File: src/rtl/dds_seq_ctrl_if.sv
// Control/status bundle between the pulse-sequence master and the DDS burst sequencer.
// The master modport drives requests and configuration.
// The slave modport (dds_seq_ctrl) drives the strobes, window enables and status.
interface dds_seq_ctrl_if #(
  parameter int unsigned TW = 8,
  parameter int unsigned RW = 4
);
  logic          start;
  logic          abort;
  logic [TW-1:0] cfg_settle;
  logic [TW-1:0] cfg_run;
  logic [RW-1:0] cfg_rep;
  logic          dds_load;
  logic          state_start;
  logic          state_over;
  logic          busy;
  logic          done;
  logic          aborted;
  logic [RW-1:0] rep_left;

  modport master (
    output start, abort, cfg_settle, cfg_run, cfg_rep,
    input  dds_load, state_start, state_over, busy, done, aborted, rep_left
  );

  modport slave (
    input  start, abort, cfg_settle, cfg_run, cfg_rep,
    output dds_load, state_start, state_over, busy, done, aborted, rep_left
  );
endinterface

File: src/rtl/dds_seq_ctrl.sv
// DDS burst sequencer: LOAD -> SETTLE -> RUN (optionally repeated) -> DONE.
// Drives the DDS load strobe and the state_start/state_over window-timer enables.
// Optional macro DDS_SEQ_REPEAT_EN enables cfg_rep / rep_left repetition support.
// Without the macro, cfg_rep is ignored, rep_left is 0 and RUN always ends in DONE.
module dds_seq_ctrl #(
  parameter int unsigned TW = 8,
  parameter int unsigned RW = 4
) (
  input  logic         clk_sys,
  input  logic         rst_n,
  dds_seq_ctrl_if.slave bus
);

  typedef enum logic [2:0] {
    S_IDLE,
    S_LOAD,
    S_SETTLE,
    S_RUN,
    S_DONE
  } state_t;

  state_t        state_q, state_d;
  logic [TW-1:0] timer_q, timer_d;
  logic [TW-1:0] settle_q, run_q;
  logic [TW-1:0] lim, lim_m1;
  logic          phase_end;
  logic          abort_evt;
  logic          cfg_take;
`ifdef DDS_SEQ_REPEAT_EN
  logic [RW-1:0] rep_q, rep_d;
`endif

  // Next-state, phase-timer and repetition-count logic.
  // A programmed duration of 0 is folded to 1 here, so the exit compare never needs the timer to wrap.
  always_comb begin
    state_d   = state_q;
    timer_d   = '0;
`ifdef DDS_SEQ_REPEAT_EN
    rep_d     = rep_q;
`endif
    lim       = (state_q == S_RUN) ? run_q : settle_q;
    lim_m1    = (lim == '0) ? '0 : lim - TW'(1);
    phase_end = (timer_q == lim_m1);
    abort_evt = bus.abort && (state_q inside {S_LOAD, S_SETTLE, S_RUN});
    cfg_take  = (state_q == S_IDLE) && bus.start && !bus.abort;

    case (state_q)
      S_IDLE:   if (cfg_take) state_d = S_LOAD;
      S_LOAD:   state_d = S_SETTLE;
      S_SETTLE: begin
        if (phase_end) state_d = S_RUN;
        else           timer_d = timer_q + TW'(1);
      end
      S_RUN: begin
        if (phase_end) begin
`ifdef DDS_SEQ_REPEAT_EN
          if (rep_q != '0) begin
            rep_d   = rep_q - RW'(1);
            state_d = S_LOAD;
          end else begin
            state_d = S_DONE;
          end
`else
          state_d = S_DONE;
`endif
        end else begin
          timer_d = timer_q + TW'(1);
        end
      end
      S_DONE:   state_d = S_IDLE;
      default:  state_d = S_IDLE;
    endcase

    if (abort_evt) begin
      state_d = S_IDLE;
      timer_d = '0;
`ifdef DDS_SEQ_REPEAT_EN
      rep_d   = '0;
`endif
    end
  end

  // State, timer and latched configuration registers.
  // The outputs are decoded from state_d, so each one is valid in the same cycle as its state.
  always_ff @(posedge clk_sys) begin
    if (!rst_n) begin
      state_q         <= S_IDLE;
      timer_q         <= '0;
      settle_q        <= '0;
      run_q           <= '0;
      bus.dds_load    <= 1'b0;
      bus.state_start <= 1'b0;
      bus.state_over  <= 1'b0;
      bus.busy        <= 1'b0;
      bus.done        <= 1'b0;
      bus.aborted     <= 1'b0;
    end else begin
      state_q         <= state_d;
      timer_q         <= timer_d;
      if (cfg_take) begin
        settle_q <= bus.cfg_settle;
        run_q    <= bus.cfg_run;
      end
      bus.dds_load    <= (state_d == S_LOAD);
      bus.state_start <= (state_d == S_SETTLE) || (state_d == S_RUN);
      bus.state_over  <= (state_d == S_RUN);
      bus.busy        <= (state_d != S_IDLE);
      bus.done        <= (state_d == S_DONE);
      bus.aborted     <= abort_evt;
    end
  end

`ifdef DDS_SEQ_REPEAT_EN
  // Repetition counter: loaded with cfg_rep on start and decremented at each RUN exit that loops back to LOAD.
  always_ff @(posedge clk_sys) begin
    if (!rst_n)        rep_q <= '0;
    else if (cfg_take) rep_q <= bus.cfg_rep;
    else               rep_q <= rep_d;
  end

  assign bus.rep_left = rep_q;
`else
  assign bus.rep_left = '0;
`endif

endmodule
File: src/flat_wrapper.sv
// flat-port wrapper written by rule: the top's interface ports become plain ports
module dds_seq_ctrl_flat 
#(
  parameter int unsigned TW = 8,
  parameter int unsigned RW = 4
)
  (clk_sys, rst_n, bus_start, bus_abort, bus_cfg_settle, bus_cfg_run, bus_cfg_rep, bus_dds_load, bus_state_start, bus_state_over, bus_busy, bus_done, bus_aborted, bus_rep_left);
  dds_seq_ctrl_if #(.TW(TW), .RW(RW)) bus_i ();
  input  logic clk_sys;
  input  logic rst_n;
  input wire logic [$bits(bus_i.start)-1:0] bus_start;
  input wire logic [$bits(bus_i.abort)-1:0] bus_abort;
  input wire logic [$bits(bus_i.cfg_settle)-1:0] bus_cfg_settle;
  input wire logic [$bits(bus_i.cfg_run)-1:0] bus_cfg_run;
  input wire logic [$bits(bus_i.cfg_rep)-1:0] bus_cfg_rep;
  output wire logic [$bits(bus_i.dds_load)-1:0] bus_dds_load;
  output wire logic [$bits(bus_i.state_start)-1:0] bus_state_start;
  output wire logic [$bits(bus_i.state_over)-1:0] bus_state_over;
  output wire logic [$bits(bus_i.busy)-1:0] bus_busy;
  output wire logic [$bits(bus_i.done)-1:0] bus_done;
  output wire logic [$bits(bus_i.aborted)-1:0] bus_aborted;
  output wire logic [$bits(bus_i.rep_left)-1:0] bus_rep_left;
  assign bus_i.start = bus_start;
  assign bus_i.abort = bus_abort;
  assign bus_i.cfg_settle = bus_cfg_settle;
  assign bus_i.cfg_run = bus_cfg_run;
  assign bus_i.cfg_rep = bus_cfg_rep;
  assign bus_dds_load = bus_i.dds_load;
  assign bus_state_start = bus_i.state_start;
  assign bus_state_over = bus_i.state_over;
  assign bus_busy = bus_i.busy;
  assign bus_done = bus_i.done;
  assign bus_aborted = bus_i.aborted;
  assign bus_rep_left = bus_i.rep_left;
  dds_seq_ctrl #(.TW(TW), .RW(RW)) u_core (.clk_sys(clk_sys), .rst_n(rst_n), .bus(bus_i));
endmodule
File: config.mk
export PLATFORM = sky130hd
export DESIGN_NAME = dds_seq_ctrl_flat
export DESIGN_NICKNAME = d
export VERILOG_FILES = /design/src/rtl/dds_seq_ctrl_if.sv /design/src/rtl/dds_seq_ctrl.sv /design/src/flat_wrapper.sv
export SDC_FILE = /design/constraint.sdc
export NUM_CORES = 1
export LEC_CHECK = 0
export CORE_MARGIN = 1
export CORE_UTILIZATION = 45
export DETAILED_ROUTE_END_ITERATION = 16
export HOLD_SLACK_MARGIN = 0.15
export PLACE_DENSITY = 0.82
export SKIP_CTS_REPAIR_TIMING = 1
export SLEW_MARGIN = 20
export SYNTH_ARGS = -nofsm -noshare
export SYNTH_HDL_FRONTEND = slang
export SYNTH_SLANG_ARGS = --single-unit
File: constraint.sdc
create_clock -name clk_sys -period 2.92 [get_ports clk_sys]
set_clock_uncertainty 0.05 [all_clocks]
set_input_delay 0.438 -clock clk_sys [delete_from_list [all_inputs] [get_ports clk_sys]]
set_output_delay 0.438 -clock clk_sys [all_outputs]
set_load 0.03 [all_outputs]
==> flow_summary.html, run 1 <==
<table>
<tr><th>Metric</th><th>Value</th></tr>
<tr><th colspan="2">STA</th></tr>
<tr><td>Setup ws final</td><td>-0.0956 ns</td></tr>
<tr><td>Worst-case headroom to the max-slew limit</td><td>roughly 60%</td></tr>
<tr><td>Total negative slack</td><td>-0.464 ns</td></tr>
<tr><td>Slew @ Worst Pin</td><td>between 0.5 and 0.6 ns</td></tr>
<tr><td>Post-route fraction of the period consumed by the critical path</td><td>103%</td></tr>
<tr><td>Fin crit period</td><td>3.02 ns</td></tr>
<tr><td>Final number of setup-violating endpoints</td><td>10</td></tr>
<tr><td>Slew Limit Fails</td><td>0</td></tr>
<tr><td>Max Fclk</td><td>332 MHz</td></tr>
<tr><td>Tightest hold margin</td><td>0.441 ns</td></tr>
<tr><td>Hold Vio Cnt, Final</td><td>0</td></tr>
<tr><td>RSZ-0062 raised after global routing</td><td>yes</td></tr>
<tr><th colspan="2">Synthesis</th></tr>
<tr><td>Yosys top cell by area</td><td>sky130_fd_sc_hd__dfxtp_1</td></tr>
<tr><td>#FFs+latches synth</td><td>33</td></tr>
<tr><td>Synth cell count leaders</td><td>sky130_fd_sc_hd__nand2_1 (36), sky130_fd_sc_hd__dfxtp_1 (33), sky130_fd_sc_hd__a21boi_0 (16), sky130_fd_sc_hd__nor2_1 (15)</td></tr>
<tr><td>Average size of a mapped cell</td><td>8.55 um^2</td></tr>
<tr><td>Proportion of synthesized flip-flops having asynchronous set or reset</td><td>0%</td></tr>
<tr><td>Biggest area contributors in the synthesized netlist</td><td>sky130_fd_sc_hd__dfxtp_1 (37%), sky130_fd_sc_hd__nand2_1 (7.6%), sky130_fd_sc_hd__a21boi_0 (6.7%)</td></tr>
<tr><td>Sequential share of the synthesized area</td><td>37.0%</td></tr>
<tr><td>Number of cells produced by synthesis</td><td>209</td></tr>
<tr><td>Post-synth EDFFs</td><td>0</td></tr>
<tr><td>Dominant register cell in the synthesized netlist</td><td>sky130_fd_sc_hd__dfxtp_1</td></tr>
<tr><td>Area share of the leading cell type in the synthesized netlist</td><td>about 37%</td></tr>
<tr><td>Unique cell type count in the Yosys netlist</td><td>53</td></tr>
<tr><td>Mapped Area</td><td>1790 um^2</td></tr>
<tr><td>Most frequent cell after synthesis</td><td>sky130_fd_sc_hd__nand2_1</td></tr>
<tr><td>Number of synthesis warnings</td><td>0</td></tr>
<tr><th colspan="2">Routing</th></tr>
<tr><td>Average detailed-routed wire length per instance</td><td>12.5 um</td></tr>
<tr><td>Post-route ant nets</td><td>0</td></tr>
<tr><td>Via count of the routed design</td><td>1581</td></tr>
<tr><td>Per-cell via count in the routed design</td><td>5.32</td></tr>
<tr><td>Pre-Repair DR Iteration Count</td><td>4</td></tr>
<tr><td>Detailed router's first-iteration violation count</td><td>71</td></tr>
<tr><td>Total DRC errors in the routed layout</td><td>0</td></tr>
<tr><td>Routed WL</td><td>3700 um</td></tr>
<tr><th colspan="2">Worst setup path</th></tr>
<tr><td>Worst flop-to-flop path startpoint</td><td>u_core.state_q[2]</td></tr>
<tr><td>Critical Path AT</td><td>around 3.1 ns</td></tr>
<tr><td>Critical path launch point</td><td>u_core.state_q[2]</td></tr>
<tr><td>Endpoint class of the critical path</td><td>register</td></tr>
<tr><td>Critical-path maximum fanout</td><td>4</td></tr>
<tr><td>Required time at the endpoint of the critical path</td><td>between 3 and 4 ns</td></tr>
<tr><td>CP Launch Type</td><td>register</td></tr>
<tr><td>Kind of critical path</td><td>register to register</td></tr>
<tr><th colspan="2">Run status</th></tr>
<tr><td>Result of the run</td><td>finished, violations left</td></tr>
<tr><td>Violated checks</td><td>negative setup slack</td></tr>
<tr><th colspan="2">GRT</th></tr>
<tr><td>Global-route wire length before repair</td><td>6380 um</td></tr>
<tr><td>GR Util All Layers</td><td>19.7%</td></tr>
<tr><td>Remaining global-route overflow</td><td>0</td></tr>
<tr><td>Number of global-route vias before repair</td><td>between 1000 and 1500</td></tr>
<tr><td>Number of antenna violations at the first check in global routing</td><td>0</td></tr>
<tr><td>Maximum number of pins on one net before global-route repair</td><td>19</td></tr>
<tr><th colspan="2">Floorplanning</th></tr>
<tr><td>Vertical die dimension</td><td>65.0 um</td></tr>
<tr><td>I/O pin total</td><td>34</td></tr>
<tr><td>Core region area</td><td>between 3000 and 4000 um^2</td></tr>
<tr><td>Effective utilization at floorplan</td><td>between 40% and 50%</td></tr>
<tr><td>Horizontal die dimension</td><td>65.0 um</td></tr>
<tr><td>Die footprint</td><td>between 4000 and 5000 um^2</td></tr>
<tr><td>Total number of placement rows</td><td>22</td></tr>
<tr><th colspan="2">Placed design</th></tr>
<tr><td>Weighted congestion reported at the end of routability-driven placement</td><td>0.891</td></tr>
<tr><td>Quantity of I/O buffers inserted on ports</td><td>25</td></tr>
<tr><td>Sum of net half-perimeters after detailed placement</td><td>2740 um</td></tr>
<tr><td>DP Cell Count</td><td>288</td></tr>
<tr><th colspan="2">Cells and area</th></tr>
<tr><td>Share of cells above drive strength 1</td><td>19.3%</td></tr>
<tr><td>Number of diodes added for antenna fixing</td><td>0</td></tr>
<tr><td>Area growth syn-to-layout</td><td>31.2%</td></tr>
<tr><td>Number of nets in the layout</td><td>276</td></tr>
<tr><td>Non-filler cells in the finished layout</td><td>297</td></tr>
<tr><th colspan="2">CTS</th></tr>
<tr><td>Root cell of the clock tree</td><td>sky130_fd_sc_hd__clkbuf_8</td></tr>
<tr><td>TritonCTS clock tree</td><td>built</td></tr>
<tr><td>Reg clk slew, reported paths</td><td>approximately 0.06 ns</td></tr>
<tr><td>Clock latency reported for the late side of the worst-skew pair</td><td>approximately 0.28 ns</td></tr>
<tr><td>Number of buffers on the longest clock path</td><td>2</td></tr>
<tr><td>H-Tree Level Count</td><td>2</td></tr>
<tr><td>Cts bufs inserted</td><td>5</td></tr>
<tr><td>Clock sink count</td><td>33</td></tr>
<tr><th colspan="2">Min path</th></tr>
<tr><td>Origin of the worst min-delay path</td><td>u_core.settle_q[7]</td></tr>
<tr><td>Class of the worst hold path</td><td>register to register</td></tr>
<tr><th colspan="2">Pwr</th></tr>
<tr><td>Static leakage</td><td>0.000890 uW</td></tr>
<tr><td>Maximum vdd ir drop</td><td>about 0.32 mV</td></tr>
<tr><td>Total chip power</td><td>1060 uW</td></tr>
<tr><td>Power Density</td><td>452 nW/um^2</td></tr>
<tr><th colspan="2">Job</th></tr>
<tr><td>Max-cap viol count</td><td>0</td></tr>
</table>
==> worst paths after layout <==
| path | slack [ns] | end | cells after the start |
|---|---|---|---|
| worst max-delay path | -0.1 | u_core.state_q[0] | 10 |
| worst min-delay path | 0.44 | u_core.settle_q[7] | 2 |
| worst max register to register | -0.1 | u_core.state_q[0] | 10 |
| worst min register to register | 0.44 | u_core.settle_q[7] | 2 |
==> critical path: stages, from the launching register on <==
cell	delay, ns
sky130_fd_sc_hd__dfxtp_2	0.31
sky130_fd_sc_hd__and3b_4	0.35
sky130_fd_sc_hd__mux2i_2	0.25
sky130_fd_sc_hd__ha_2	0.24
sky130_fd_sc_hd__buf_4	0.13
sky130_fd_sc_hd__xnor2_2	0.08
sky130_fd_sc_hd__xor2_1	0.15
sky130_fd_sc_hd__or3b_1	0.38
sky130_fd_sc_hd__a2111o_1	0.43
sky130_fd_sc_hd__o211a_1	0.23
sky130_fd_sc_hd__or3_1	0.29
==> power by group <==
group / total [uW] / switching (uW) / internal, uW
sequential: 478 / 13.9 / 464
clock: 335 / 149 / 187
combinational: 246 / 117 / 129
total: 1060 / 280 / 779
==> per-stage QoR <==
stage | setup WS (ns) | area, um^2 | utilization (%)
6_report | -0.0956 | 2340 | 62.6
3_5_place_dp | -0.0518 | 2190 | 58.5
2_1_floorplan | -0.0421 | 1840 | -
3_3_place_gp | -0.0296 | 2190 | 58.5
5_1_grt | -0.231 | 2340 | 62.6
4_1_cts | -0.0785 | 2280 | 60.8
==> routing by layer <==
metal	global-route usage, %	part of all wire (%)	vias up	wire length [um]
met5	0	0	-	0
met4	10.9	2.4	0	88
met3	5.63	3.3	6	123
met2	31.5	48	28	1760
met1	23.5	47	738	1730
li1	-	-	809	-
==> cells by family (layout without fill, tap and decap cells) <==
group,count (synthesis),in the layout,synth area share (%)
AND/OR/NAND/NOR,97,97,28.6
XOR/XNOR,13,13,6.37
other,1,4,0.210
adder cells (fa/ha/maj),3,3,2.10
AO/OA/AOI/OAI,41,41,17.5
multiplexers,7,7,4.06
flip-flops,33,33,37.0
buffers and inverters,14,51,4.20
==> cells in the final DEF (no fill, tap or decap), types with 3 or more instances in the layout <==
cell type,synthesis,routed
sky130_fd_sc_hd__or3_1,3,3
sky130_fd_sc_hd__nor2_1,15,14
sky130_fd_sc_hd__o21ai_0,5,5
sky130_fd_sc_hd__and3_1,7,7
sky130_fd_sc_hd__buf_4,4,16
sky130_fd_sc_hd__nor3_1,7,7
sky130_fd_sc_hd__xnor2_1,7,4
sky130_fd_sc_hd__xor2_1,6,6
sky130_fd_sc_hd__dfxtp_1,33,31
sky130_fd_sc_hd__clkdlybuf4s50_1,0,25
sky130_fd_sc_hd__nand3_1,5,5
sky130_fd_sc_hd__a31oi_1,3,3
sky130_fd_sc_hd__nand2_1,36,36
sky130_fd_sc_hd__xnor2_2,0,3
sky130_fd_sc_hd__mux2i_1,5,3
sky130_fd_sc_hd__a21boi_0,16,16
sky130_fd_sc_hd__conb_1,1,4
sky130_fd_sc_hd__clkbuf_8,0,6
==> sequential cells by signal, summed over array words and instances (netlist names) <==
register                flops
u_core.bus.aborted          1
u_core.bus.busy             1
u_core.bus.dds_load         1
u_core.bus.done             1
u_core.bus.state_over       1
u_core.bus.state_start      1
u_core.run_q                8
u_core.settle_q             8
u_core.state_q              3
u_core.timer_q              8
==> area by class of cell <==
| type | instances | area (um^2) |
|---|---|---|
| clock buffers | 7 | 86.3 |
| multi-input cells | 165 | 1150 |
| well taps | 48 | 60.1 |
| inverters | 2 | 7.51 |
| flip-flops and latches | 33 | 663 |
| repair buffers | 42 | 382 |
| fillers | 346 | 1400 |
Power figures use the tool's default switching activity.
==> run 2: changes to the inputs <==
CORE_MARGIN = not set   (was 1)
==> results of run 2 <==
Final layout, timing and power as in run 1 (identical DEF).
==> run 3: changes to the inputs <==
CORE_UTILIZATION = 38   (was 45)
PLACE_DENSITY = 0.73   (was 0.82)
SLEW_MARGIN = not set   (was 20)
TNS_END_PERCENT = 1   (was not set)
==> flow_summary.html, run 3 (synthesis results as in run 1) <==
<table>
<tr><th>Metric</th><th>Value</th></tr>
<tr><th colspan="2">CTS</th></tr>
<tr><td>Reg clk slew, reported paths</td><td>~0.06 ns</td></tr>
<tr><td>Number of buffers on the longest clock path</td><td>2</td></tr>
<tr><td>Clock latency reported for the late side of the worst-skew pair</td><td>roughly 0.28 ns</td></tr>
<tr><td>Cts bufs inserted</td><td>5</td></tr>
<tr><td>Clock sink count</td><td>33</td></tr>
<tr><td>Root cell of the clock tree</td><td>sky130_fd_sc_hd__clkbuf_8</td></tr>
<tr><td>H-Tree Level Count</td><td>2</td></tr>
<tr><td>TritonCTS clock tree</td><td>built</td></tr>
<tr><th colspan="2">Pwr</th></tr>
<tr><td>Maximum vdd ir drop</td><td>0.278 mV</td></tr>
<tr><td>Power Density</td><td>442 nW/um^2</td></tr>
<tr><td>Static leakage</td><td>0.000887 uW</td></tr>
<tr><th colspan="2">Cells and area</th></tr>
<tr><td>Leading cell types in the layout, fill and taps excluded</td><td>sky130_fd_sc_hd__nand2_1 (36), sky130_fd_sc_hd__dfxtp_1 (31), sky130_fd_sc_hd__clkdlybuf4s50_1 (25)</td></tr>
<tr><td>Non-filler cells in the finished layout</td><td>between 300 and 400</td></tr>
<tr><td>Area growth syn-to-layout</td><td>30.9%</td></tr>
<tr><td>Number of nets in the layout</td><td>roughly 280</td></tr>
<tr><td>Largest regs</td><td>u_core.run_q x8, u_core.settle_q x8, u_core.timer_q x8</td></tr>
<tr><td>Share of cells above drive strength 1</td><td>17.9%</td></tr>
<tr><td>Number of diodes added for antenna fixing</td><td>0</td></tr>
<tr><td>Final instance area</td><td>2340 um^2</td></tr>
<tr><td>Most common cell after layout, fill and taps aside</td><td>sky130_fd_sc_hd__nand2_1</td></tr>
<tr><th colspan="2">Worst setup path</th></tr>
<tr><td>Critical Path AT</td><td>3.14 ns</td></tr>
<tr><td>Endpoint class of the critical path</td><td>register</td></tr>
<tr><td>Required time at the endpoint of the critical path</td><td>3.03 ns</td></tr>
<tr><td>CP Launch Type</td><td>register</td></tr>
<tr><td>Kind of critical path</td><td>register to register</td></tr>
<tr><td>Critical-path maximum fanout</td><td>4</td></tr>
<tr><th colspan="2">Placed design</th></tr>
<tr><td>Weighted congestion reported at the end of routability-driven placement</td><td>0.871</td></tr>
<tr><td>Placed inst area</td><td>2200 um^2</td></tr>
<tr><td>Sum of net half-perimeters after detailed placement</td><td>2800 um</td></tr>
<tr><td>DP Cell Count</td><td>between 200 and 300</td></tr>
<tr><td>Quantity of I/O buffers inserted on ports</td><td>25</td></tr>
<tr><th colspan="2">STA</th></tr>
<tr><td>Tightest hold margin</td><td>0.437 ns</td></tr>
<tr><td>Setup ws final</td><td>-0.106 ns</td></tr>
<tr><td>Max Fclk</td><td>330 MHz</td></tr>
<tr><td>Post-route fraction of the period consumed by the critical path</td><td>104%</td></tr>
<tr><td>Final number of setup-violating endpoints</td><td>2</td></tr>
<tr><td>Worst-case headroom to the max-slew limit</td><td>between 50 and 60%</td></tr>
<tr><td>Slew Limit Fails</td><td>0</td></tr>
<tr><td>Slew @ Worst Pin</td><td>0.619 ns</td></tr>
<tr><td>Hold Vio Cnt, Final</td><td>0</td></tr>
<tr><td>Fin crit period</td><td>3.03 ns</td></tr>
<tr><td>Total negative slack</td><td>-0.126 ns</td></tr>
<tr><td>RSZ-0062 raised after global routing</td><td>yes</td></tr>
<tr><th colspan="2">Routing</th></tr>
<tr><td>Average detailed-routed wire length per instance</td><td>about 12 um</td></tr>
<tr><td>Total DRC errors in the routed layout</td><td>0</td></tr>
<tr><td>Post-route ant nets</td><td>0</td></tr>
<tr><td>Routed WL</td><td>3700 um</td></tr>
<tr><td>Per-cell via count in the routed design</td><td>5.21</td></tr>
<tr><td>Via count of the routed design</td><td>1580</td></tr>
<tr><td>Pre-Repair DR Iteration Count</td><td>4</td></tr>
<tr><td>Detailed router's first-iteration violation count</td><td>55</td></tr>
<tr><th colspan="2">Floorplanning</th></tr>
<tr><td>Total number of placement rows</td><td>24</td></tr>
<tr><td>Core region area</td><td>4440 um^2</td></tr>
<tr><td>Die footprint</td><td>4980 um^2</td></tr>
<tr><td>I/O pin total</td><td>34</td></tr>
<tr><td>Vertical die dimension</td><td>70.6 um</td></tr>
<tr><td>Horizontal die dimension</td><td>just over 70 um</td></tr>
<tr><td>Effective utilization at floorplan</td><td>40.2%</td></tr>
<tr><th colspan="2">Job</th></tr>
<tr><td>Max-cap viol count</td><td>0</td></tr>
<tr><th colspan="2">Run status</th></tr>
<tr><td>Result of the run</td><td>finished, violations left</td></tr>
<tr><td>Violated checks</td><td>negative setup slack</td></tr>
<tr><th colspan="2">Min path</th></tr>
<tr><td>Class of the worst hold path</td><td>register to register</td></tr>
<tr><th colspan="2">GRT</th></tr>
<tr><td>Remaining global-route overflow</td><td>0</td></tr>
<tr><td>Number of global-route vias before repair</td><td>1468</td></tr>
<tr><td>Maximum number of pins on one net before global-route repair</td><td>19</td></tr>
<tr><td>Number of antenna violations at the first check in global routing</td><td>0</td></tr>
<tr><td>Global-route wire length before repair</td><td>6470 um</td></tr>
<tr><td>GR Util All Layers</td><td>16.7%</td></tr>
</table>
==> run 3: cell types whose count changed in the layout (fill, tap and decap cells not counted), sizes merged <==
cell	change
buf	+1
clkbuf	+1
==> run 3: final timing paths <==
check / from / to / slack, ns / cells past startpoint
max: u_core.state_q[2] / u_core.state_q[0] / -0.11 / 10
min: u_core.run_q[7] / u_core.run_q[7] / 0.44 / 2
max reg2reg: u_core.state_q[2] / u_core.state_q[0] / -0.11 / 10
min reg2reg: u_core.run_q[7] / u_core.run_q[7] / 0.44 / 2
==> run 3: layer usage <==
layer	track usage [%]	vias up	part of all wire [%]
li1	-	815	-
met1	20.9	731	48
met2	27.3	29	46
met3	3.99	5	3.4
met4	8.00	0	2.1
met5	0	-	0
==> run 3: cell type report <==
cell class              instances  area, um^2
flip-flops and latches         33         663
multi-input cells             165        1130
repair buffers                 43         389
well taps                      52        65.1
clock buffers                   8        80.1
inverters                       2        7.51
fillers                       420        2110
==> run 3: report_power, final <==
part | internal [uW] | total [uW] | switching, uW
clock network | 169 | 322 | 153
logic | 123 | 236 | 113
registers | 464 | 475 | 11.6
total | 756 | 1030 | 277
==> run 3: metrics by stage <==
stage / worst slack (ns) / util [%] / total power [uW]
6_report: -0.106 / 52.6 / 1030
5_1_grt: -0.253 / 52.6 / 1090
4_1_cts: -0.168 / 51.4 / 1030
3_5_place_dp: -0.159 / 49.6 / 705
3_3_place_gp: -0.0308 / 49.6 / 700
2_1_floorplan: -0.0421 / - / 632
==> run 3: critical path, stage by stage (launching register included) <==
cell and delay, ns:
sky130_fd_sc_hd__dfxtp_2 0.31, sky130_fd_sc_hd__and3b_4 0.34, sky130_fd_sc_hd__mux2i_2 0.25, sky130_fd_sc_hd__ha_2 0.25, sky130_fd_sc_hd__buf_4 0.13, sky130_fd_sc_hd__xnor2_2 0.08, sky130_fd_sc_hd__xor2_1 0.16, sky130_fd_sc_hd__or3b_1 0.38
sky130_fd_sc_hd__a2111o_1 0.42, sky130_fd_sc_hd__o211a_1 0.25, sky130_fd_sc_hd__or3_1 0.29
